File: src/rtl/astro_pkg.sv
// Shared constants and the controller state type for the 80x80 block-search datapath.
// A search covers a 65x65 grid of candidate windows over a tile stored 20 words per row.
package astro_pkg;

    localparam int WIN_POS       = 65;
    localparam int WORDS_PER_ROW = 20;
    localparam int TOTAL_WIN     = 4225;

    localparam int CNT_W = 13;
    localparam int POS_W = 7;

    typedef enum logic [2:0] {
        IDLE   = 3'd0,
        ENABLE = 3'd1,
        RUN    = 3'd2,
        DRAIN  = 3'd3,
        REPORT = 3'd4
    } state_t;

endpackage

File: src/rtl/min_tracker.sv
// Running minimum over a stream of window scores; the first score after a clear is taken
// unconditionally, later ones only when strictly smaller, so ties keep the earliest window.
module min_tracker
    import astro_pkg::*;
(
    input  logic             clk,
    input  logic             rst_n,
    input  logic             i_clear,
    input  logic             i_valid,
    input  logic [15:0]      i_score,
    input  logic [POS_W-1:0] i_row,
    input  logic [POS_W-1:0] i_col,
    output logic [POS_W-1:0] o_best_row,
    output logic [POS_W-1:0] o_best_col,
    output logic [15:0]      o_best_score
);

    logic             r_first;
    logic [POS_W-1:0] r_best_row;
    logic [POS_W-1:0] r_best_col;
    logic [15:0]      r_best_score;
    logic             w_take;

    assign w_take = i_valid && (r_first || (i_score < r_best_score));

    always_ff @(posedge clk or negedge rst_n) begin
        if (!rst_n) begin
            r_first      <= 1'b1;
            r_best_row   <= '0;
            r_best_col   <= '0;
            r_best_score <= 16'hFFFF;
        end else if (i_clear) begin
            r_first      <= 1'b1;
            r_best_row   <= '0;
            r_best_col   <= '0;
            r_best_score <= 16'hFFFF;
        end else if (w_take) begin
            r_first      <= 1'b0;
            r_best_row   <= i_row;
            r_best_col   <= i_col;
            r_best_score <= i_score;
        end
    end

    assign o_best_row   = r_best_row;
    assign o_best_col   = r_best_col;
    assign o_best_score = r_best_score;

endmodule

File: src/rtl/search_controller.sv
// Sequences one full-tile search: enables the window handler, counts and ranks the SAD
// scores it returns, and reports the best window or flags an error on stall or stray data.
module search_controller
    import astro_pkg::*;
#(
    parameter int TIMEOUT = 255
) (
    input  logic             clk,
    input  logic             rst_n,
    input  logic             start,
    input  logic [31:0]      frame_base,
    output logic [31:0]      mem_addr,
    output logic             wh_en,
    input  logic             wh_ack,
    input  logic [6:0]       wh_row,
    input  logic [6:0]       wh_col,
    input  logic             wh_window_ready,
    input  logic             wh_done,
    output logic             wh_receive,
    input  logic             score_valid,
    input  logic [15:0]      score,
    output logic [6:0]       best_row,
    output logic [6:0]       best_col,
    output logic [15:0]      best_score,
    output logic             result_valid,
    output logic             busy,
    output logic             error,
    output state_t           o_dbg_state
);

    localparam int WD_W = (TIMEOUT > 2) ? $clog2(TIMEOUT) : 1;
    localparam logic [WD_W-1:0]  WD_LAST  = WD_W'(TIMEOUT - 1);
    localparam logic [CNT_W-1:0] CNT_FULL = CNT_W'(TOTAL_WIN);
    localparam logic [POS_W-1:0] POS_LAST = POS_W'(WIN_POS - 1);

    state_t           r_state;
    logic [31:0]      r_frame_base;
    logic [CNT_W-1:0] r_score_cnt;
    logic [POS_W-1:0] r_pos_row;
    logic [POS_W-1:0] r_pos_col;
    logic [WD_W-1:0]  r_wdog;
    logic             r_result_valid;
    logic             r_error;

    logic             w_active;
    logic             w_accept;
    logic             w_stray;
    logic             w_clear;
    logic             w_wd_expire;
    logic [CNT_W-1:0] w_count_nxt;

    // Handshake: the handler holds wh_en/wh_ack for one ENABLE exchange; after that each
    // score_valid cycle carries exactly one score, consumed in the same cycle (wh_receive).
    assign w_active    = (r_state == ENABLE) || (r_state == RUN) || (r_state == DRAIN);
    assign w_accept    = score_valid && w_active && (r_score_cnt != CNT_FULL);
    assign w_stray     = score_valid && !w_accept;
    assign w_clear     = (r_state == IDLE) && start;
    assign w_wd_expire = !score_valid && (r_wdog == WD_LAST);
    assign w_count_nxt = r_score_cnt + {{(CNT_W-1){1'b0}}, w_accept};

    always_ff @(posedge clk or negedge rst_n) begin
        if (!rst_n) begin
            r_state        <= IDLE;
            r_frame_base   <= '0;
            r_score_cnt    <= '0;
            r_pos_row      <= '0;
            r_pos_col      <= '0;
            r_wdog         <= '0;
            r_result_valid <= 1'b0;
            r_error        <= 1'b0;
        end else begin
            r_result_valid <= 1'b0;

            if (w_accept) begin
                r_score_cnt <= w_count_nxt;
                if (r_pos_col == POS_LAST) begin
                    r_pos_col <= '0;
                    r_pos_row <= (r_pos_row == POS_LAST) ? '0 : r_pos_row + 1'b1;
                end else begin
                    r_pos_col <= r_pos_col + 1'b1;
                end
            end

            if (w_stray) begin
                r_error <= 1'b1;
            end

            case (r_state)
                IDLE: begin
                    // A start in the same cycle as a stray score wins: error is cleared.
                    if (start) begin
                        r_frame_base <= frame_base;
                        r_score_cnt  <= '0;
                        r_pos_row    <= '0;
                        r_pos_col    <= '0;
                        r_wdog       <= '0;
                        r_error      <= 1'b0;
                        r_state      <= ENABLE;
                    end
                end
                ENABLE: begin
                    r_wdog <= '0;
                    if (wh_ack) begin
                        r_state <= RUN;
                    end
                end
                RUN, DRAIN: begin
                    if (w_count_nxt == CNT_FULL) begin
                        r_state        <= REPORT;
                        r_result_valid <= 1'b1;
                    end else if (w_wd_expire) begin
                        r_error <= 1'b1;
                        r_state <= IDLE;
                    end else begin
                        r_wdog <= score_valid ? '0 : r_wdog + 1'b1;
                        if ((r_state == RUN) && wh_done) begin
                            r_state <= DRAIN;
                        end
                    end
                end
                REPORT: begin
                    r_state <= IDLE;
                end
                default: begin
                    r_state <= IDLE;
                end
            endcase
        end
    end

    min_tracker u_min_tracker (
        .clk          (clk),
        .rst_n        (rst_n),
        .i_clear      (w_clear),
        .i_valid      (w_accept),
        .i_score      (score),
        .i_row        (r_pos_row),
        .i_col        (r_pos_col),
        .o_best_row   (best_row),
        .o_best_col   (best_col),
        .o_best_score (best_score)
    );

    // wh_window_ready only paces the handler's own fetches; the controller needs no view of it.
    logic w_unused;
    assign w_unused = wh_window_ready;

    assign mem_addr     = r_frame_base + (32'(wh_row) * 32'(WORDS_PER_ROW)) + 32'(wh_col);
    assign wh_receive   = score_valid;
    assign wh_en        = (r_state == ENABLE);
    assign busy         = (r_state != IDLE);
    assign result_valid = r_result_valid;
    assign error        = r_error;
    assign o_dbg_state  = r_state;

endmodule

File: config.mk
export PLATFORM = sky130hd
export DESIGN_NAME = search_controller
export DESIGN_NICKNAME = d
export VERILOG_FILES = /design/src/rtl/astro_pkg.sv /design/src/rtl/min_tracker.sv /design/src/rtl/search_controller.sv
export SDC_FILE = /design/constraint.sdc
export NUM_CORES = 1
export LEC_CHECK = 0
export ABC_CLOCK_PERIOD_IN_PS = 6350
export CELL_PAD_IN_SITES_DETAIL_PLACEMENT = 0
export CELL_PAD_IN_SITES_GLOBAL_PLACEMENT = 2
export CORE_MARGIN = 2
export CORE_UTILIZATION = 31
export DETAILED_ROUTE_END_ITERATION = 8
export GPL_TIMING_DRIVEN = 0
export PLACE_DENSITY = 0.82
export SLEW_MARGIN = 20
export SYNTH_ARGS = -nofsm -noshare
export SYNTH_HDL_FRONTEND = slang
export SYNTH_SLANG_ARGS = --single-unit
File: constraint.sdc
create_clock -name clk -period 6.35 [get_ports clk]
set_input_delay 0.9525 -clock clk [delete_from_list [all_inputs] [get_ports clk]]
set_output_delay 0.9525 -clock clk [all_outputs]
set_load 0.005 [all_outputs]
==> run metrics, run 1 <==
Critical Path End mem_addr[26]; synth cell count leaders 152 x nand2_1, 86 x dfrtp_1, 55 x inv_1, 53 x nor2_1, 52 x ha_1; Post-Syn Nets 856; area growth from synthesis to layout 32.11%; Worst setup startpoint wh_row[3]; DP HPWL 12.73 mm; non-filler instance count after layout 1,158; pwr/cell area 409.2 nW/µm²; CTS H-Tree Depth 3; Least-Margin Pin Slew 618.3 ps; Synth cell types 70; synthesis-stage register bit count 103; Final Skew 11.00 ps; GRT busiest layer met2; core outline area 21,020 µm²; vias 5,448; Die Y 150.2 µm; delay-heaviest family, CP adder cells; number of remaining DRC errors 0; Pins Over Slew Limit 0; Crit Path Class input port to primary output; Placed Instances 1,141; # nets final 1,006; TritonCTS clock tree yes; Crit Path Max Fanout 6; Setup crit end kind primary output; top cell type's share of synthesized area 32.47%; RD Place Congestion 0.8014; Die X 150.2 µm; synthesized instance count 728; synthesized area 6629 µm²; maximum clock frequency 0.1614 GHz; cts bufs inserted 9; port bufs 137; Crit path largest cell delay 530 ps; Post-synth top flop dfrtp_1; Global Route Usage Sum 15.90%; met2 GRT Util 26.53%; Skew-Pair Late Insertion Delay 360 ps; PnR worst setup slack 153.2 ps; largest net degree at the start of global routing 73; Tmin final 6197 ps; Overall Power 3.583 mW; Seq/Total Area, Yosys 39.20%; number of max-cap violations 0; Setup-failing EPs final 0; min-delay worst type input port to async pin; Post-CTS Hold Buffers 0; R2R Setup Slk 2420 ps; Synth area leaders dfrtp_1 32%, ha_1 9.8%, nand2_1 8.6%; Buf/Inv on CP 5; top-count cell post-synth nand2_1; initial antenna violation count 0; Register-to-Register Path Depth 15; Post-synth EDFFs 0; clock buffer depth 2; area leader, netlist dfrtp_1; Max VDD drop 152.0 µV; fill count 2,100; # rows 53; Clock transition at path regs 80 ps; first-pass GRT wire length 28.25 mm; setup_tns 0 ps; Root Driver clkbuf_16; CP Launch Type input port; status completed; met3 usage in global routing 3.545%; ys async rst share 100.0%; Worst Path Required 5400 ps; Place WS -322.8 ps; vias in the first global route 5,490; final hold violations 0; Synth Warn # 0; reg2reg start r_score_cnt[3]; GRT overflow 0; Vias/cell 4.705; Antenna Violating Nets Remaining 0; Cell Chain, Critical Path clkdlybuf4s50_1 -> ha_1 -> ha_1 -> inv_1 -> fa_1 -> inv_1 -> fa_1 -> ha_2 -> a21o_1 -> a2111oi_1 -> nand3_1 -> o2111a_2 -> nor3_4 -> buf_4 -> nor3_2 -> xor2_1 -> clkdlybuf4s50_1; Final Routed Wirelength 17.30 mm; wire per inst 14.94 µm; Slowest-stage cell, CP clkdlybuf4s50_1; Period Utilization, post-route 97.59%; Core Util, Final 41.66%; ANT cells 0; arrival time worst endpoint 5240 ps; Critical Path Stages 17; clk sinks 103; # IOs 139; die area 22,570 µm²; Slew HR 58.78%; P_leak 4.087 nW; DRT iter0 DRCs 183; 1st-pass router iterations 4; initial core utilization 31.53%; syn avg cell area 9.106 µm²; ratio of cells with drive above 1 in the final layout 10.99%; R2R Path End r_wdog[2]; M1 GR Usage 21.18%
==> stage by stage <==
stage / hold WS [ps] / instance area [µm²]
floorplan: 449.7 / 6629
global route: 486.0 / 8757
finish: 476.4 / 8757
global placement: 466.7 / 8344
CTS: 478.3 / 8703
detailed placement: 472.4 / 8373
==> cells by family (layout without fill, tap and decap cells) <==
logic type	after synthesis	in the layout	share of synthesized area, %
compound gates	84	84	9.079
xor+xnor	57	57	7.644
fa+ha+maj	59	59	11.93
buf+inv	81	236	4.983
flops	103	103	39.20
mux	31	31	4.964
simple gates	313	313	22.20
==> routing by layer <==
layer / up-vias / wire length [µm]
met1: 2586 / 8146
li1: 2763 / -
met2: 84 / 8281
met3: 15 / 677
met4: 0 / 192
met5: - / 0
==> flip-flops by register name (all words and copies together), names as in the netlist <==
signal / count
u_min_tracker.o_best_row: 7
result_valid: 1
o_dbg_state: 3
u_min_tracker.o_best_score: 16
error: 1
u_min_tracker.o_best_col: 7
r_pos_row: 7
r_frame_base: 32
r_wdog: 8
r_score_cnt: 13
r_pos_col: 7
u_min_tracker.r_first: 1
==> placed cells by master (no fill, tap or decap), types with 3 or more instances in the layout <==
cell	n
or3_1	8
inv_1	55
a21o_1	12
mux2i_1	16
nor3_1	16
nor4_1	5
dlymetal6s2s_1	4
nand3_1	22
clkbuf_16	9
clkdlybuf4s50_1	132
dfrtp_1	86
nor2_1	52
dfstp_2	17
a21oi_1	19
buf_4	5
nor3b_1	4
clkinv_4	3
xor2_1	20
ha_1	49
a211oi_1	5
mux2_2	15
clkbuf_1	15
fa_1	7
and2_1	5
o21ai_0	12
o21bai_1	4
nand4_1	18
o32ai_1	3
nand2_1	152
buf_2	6
o21ai_1	5
xnor2_1	35
==> where the power goes <==
part	internal, mW	leakage [nW]	total, mW	switching (mW)
registers	0.929	1.28	1.11	0.186
logic	1.06	2.67	1.92	0.857
clock network	0.273	0.135	0.549	0.276
total	2.26	4.09	3.58	1.32
==> worst min path at each step <==
stage / slack, ps / endpoint
2_1_floorplan: 450 / r_frame_base[0]
3_3_place_gp: 470 / r_frame_base[1]
3_5_place_dp: 470 / r_frame_base[11]
4_1_cts: 480 / r_wdog[3]
5_1_grt: 490 / r_wdog[4]
6_report: 480 / r_wdog[3]
==> area by class of cell <==
type	instances	area [µm²]	share of cell area (%)
Multi-Input combinational cell	544	3780	43.16
Sequential cell	103	2599	29.68
Timing Repair Buffer	140	1425	16.27
Tap cell	275	344.1	3.929
Clock buffer	10	229.0	2.615
Inverter	56	210.2	2.400
Buffer	24	116.4	1.329
Clock inverter	6	53.80	0.6144
==> timing repair <==
item / in CTS / in global routing
buffers inserted: 2 / 0
resized for setup: 5 / 15
endpoints found under the setup margin: 11 / 18
endpoints found under the hold margin: 0 / 0
pin swaps: 2 / 3
No activity file was read; power rests on OpenSTA's default activity.
==> run 2, diff against run 1 <==
--- a/config.mk
+++ b/config.mk
@@ -5,14 +5,14 @@
 export SDC_FILE = /design/constraint.sdc
 export NUM_CORES = 1
 export LEC_CHECK = 0
-export ABC_CLOCK_PERIOD_IN_PS = 6350
+export ABC_CLOCK_PERIOD_IN_PS = 7800
 export CELL_PAD_IN_SITES_DETAIL_PLACEMENT = 0
 export CELL_PAD_IN_SITES_GLOBAL_PLACEMENT = 2
 export CORE_MARGIN = 2
-export CORE_UTILIZATION = 31
+export CORE_UTILIZATION = 34
 export DETAILED_ROUTE_END_ITERATION = 8
 export GPL_TIMING_DRIVEN = 0
-export PLACE_DENSITY = 0.82
+export PLACE_DENSITY = 0.89
 export SLEW_MARGIN = 20
 export SYNTH_ARGS = -nofsm -noshare
 export SYNTH_HDL_FRONTEND = slang
==> constraint.sdc (replaced) <==
create_clock -name clk -period 7.8 [get_ports clk]
set_input_delay 1.17 -clock clk [delete_from_list [all_inputs] [get_ports clk]]
set_output_delay 1.17 -clock clk [all_outputs]
set_load 0.005 [all_outputs]
==> run 2 against run 1 <==
Power is 20% lower. Critical path depth down 1. Non-clock buffer count shrank 1. Worst setup slack improved by 610 ps. Highest routed layer unchanged. Global-route usage rose by 0.49 points.
==> run metrics, run 2 (same netlist as run 1, synthesis figures left out) <==
Period Utilization, post-route 90.20%; cts bufs inserted 9 (unchanged); initial core utilization 34.40% (+2.9 points); Clock transition at path regs 60 ps (-20 ps); post-cts sizing count 0 (-5); maximum clock frequency 0.1421 GHz; clock buffer depth 2 (unchanged); Setup-failing EPs final 0 (unchanged); arrival time worst endpoint 5870 ps (+630 ps); pwr/cell area 333.0 nW/µm² (-19%); non-filler instance count after layout 1,146 (-1.0%); Max VDD drop 149.9 µV (-1.4%); Post-CTS Hold Buffers 0 (unchanged); vias 5,453 (+0.092%); Die X 143.6 µm (-4.4%); area growth from synthesis to layout 30.54%; Die Y 143.6 µm (-4.4%); Tmin final 7035 ps; Antenna Violating Nets Remaining 0 (unchanged); first-pass GRT wire length 26.88 mm (-4.8%); Min Hold Slack 480.7 ps (+4.376 ps); die area 20,630 µm² (-8.6%); TritonCTS clock tree yes; flip-flop and latch area 2599 µm² (unchanged); vias in the first global route 5,365 (-2.3%); Pins Over Slew Limit 0 (unchanged); Placed Instances 1,131 (-0.88%); setup_tns 0 ps (unchanged); largest net degree at the start of global routing 71 (-2.7%); Worst Path Required 6630 ps (+1230 ps); min-delay worst type register to register; 1st-pass router iterations 4 (unchanged); final hold violations 0 (unchanged); Final Skew 9.740 ps (-1.261 ps); commonest cells after routing, fill and taps aside 152 x nand2_1, 136 x clkdlybuf4s50_1, 86 x dfrtp_1; CTS H-Tree Depth 3 (unchanged); reg2reg start r_score_cnt[3]; # rows 51 (-3.8%); # IOs 139 (unchanged); ANT cells 0 (unchanged); Final Routed Wirelength 16.40 mm (-5.2%); ratio of cells with drive above 1 in the final layout 9.535% (-1.5 points); wire per inst 14.31 µm (-4.2%); DRT iter0 DRCs 215 (+17%); PnR worst setup slack 764.5 ps (+611.3 ps); Slew HR 47.78% (-11 points); GRT overflow 0 (unchanged); commonest non-fill, non-tap cell in the layout nand2_1; fill count 1,942 (-7.5%); P_leak 4.017 nW (-1.7%); RSZ-0062 raised after global routing no; Root Driver clkbuf_16; Setup crit end kind primary output; # nets final 1,005 (-0.099%); clk sinks 103 (unchanged); DP HPWL 12.39 mm (-2.7%); port bufs 137 (unchanged); Vias/cell 4.758 (+1.1%); hold wc startpoint r_frame_base[0]; number of flip-flops under the largest register name 32 (unchanged); initial antenna violation count 0 (unchanged); Reg with most FFs r_frame_base; number of max-cap violations 0 (unchanged); Least-Margin Pin Slew 780.4 ps (+162.1 ps); status completed; multi-input logic area 3700 µm² (-2.1%); Place WS 751.8 ps (+1075 ps); number of remaining DRC errors 0 (unchanged); RD Place Congestion 0.8075 (+0.76%); CP Launch Type input port; Crit Path Class input port to primary output; Crit Path Max Fanout 9 (+3); Worst setup startpoint wh_row[1]; # Post-CTS Setup Buffers 0 (-2); Global Route Usage Sum 16.39% (+0.49 points); core outline area 19,270 µm² (-8.3%); Skew-Pair Late Insertion Delay 350 ps (about the same)
-- run 2: changes by cell type in the layout (fill, tap and decap cells not counted), sizes merged --
cell / previous run / this run
bufinv: 0 / 1
clkinvlp: 1 / 2
clkinv: 3 / 1
dlymetal6s2s: 4 / 0
clkdlybuf4s50: 132 / 136
buf: 14 / 12
-- run 2: critical path: stages --
cell	delay, ps
clkdlybuf4s50_1	470
ha_1	310
ha_1	160
inv_1	60
fa_1	480
inv_1	50
fa_1	360
ha_1	370
a21o_1	230
a2111oi_0	400
nand3_1	150
o2111a_1	180
nor3_2	540
nor4_1	160
xor2_1	230
clkdlybuf4s50_1	540
-- run 2: layout make-up --
type                    count  share of cell area (%)
multi-input cells         544                   42.76
plain buffers              25                   1.388
inverters                  56                   2.429
well taps                 265                   3.832
flip-flops and latches    103                   30.03
repair buffers            138                   16.18
clock inverters             6                  0.7808
clock buffers               9                   2.603
-- run 2: where the power goes --
part | leakage (nW) | switching [mW] | internal, mW
sequential | 1.28 | 0.149 | 0.756
clock | 0.138 | 0.211 | 0.249
combinational | 2.60 | 0.678 | 0.837
-- run 2: metrics by stage --
stage	util (%)	area (µm²)	total power, mW
finish	44.90	8653	2.881
global route	44.90	8653	3.142
CTS	44.90	8653	2.927
detailed placement	43.38	8361	2.450
global placement	43.23	8332	2.436
floorplan	-	6629	1.746
-- run 2: path summary, 6_finish.rpt --
kind                                                      end  slack (ps)  cells past startpoint
worst max register to register                      r_wdog[2]        3870                     15
min in group asynchronous                           r_wdog[3]         710                      1
worst max-delay path                             mem_addr[28]         760                     16
worst min-delay path                          r_frame_base[0]         480                      2
worst min register to register                r_frame_base[0]         480                      2
max in group asynchronous       u_min_tracker.o_best_score[4]        6390                      2
-- run 2: per-layer routing --
metal | part of all wire, % | track usage [%]
met1 | 48 | 21.96
met2 | 48 | 27.57
met3 | 3.7 | 3.466
met4 | 1.0 | 3.096
met5 | 0 | 0
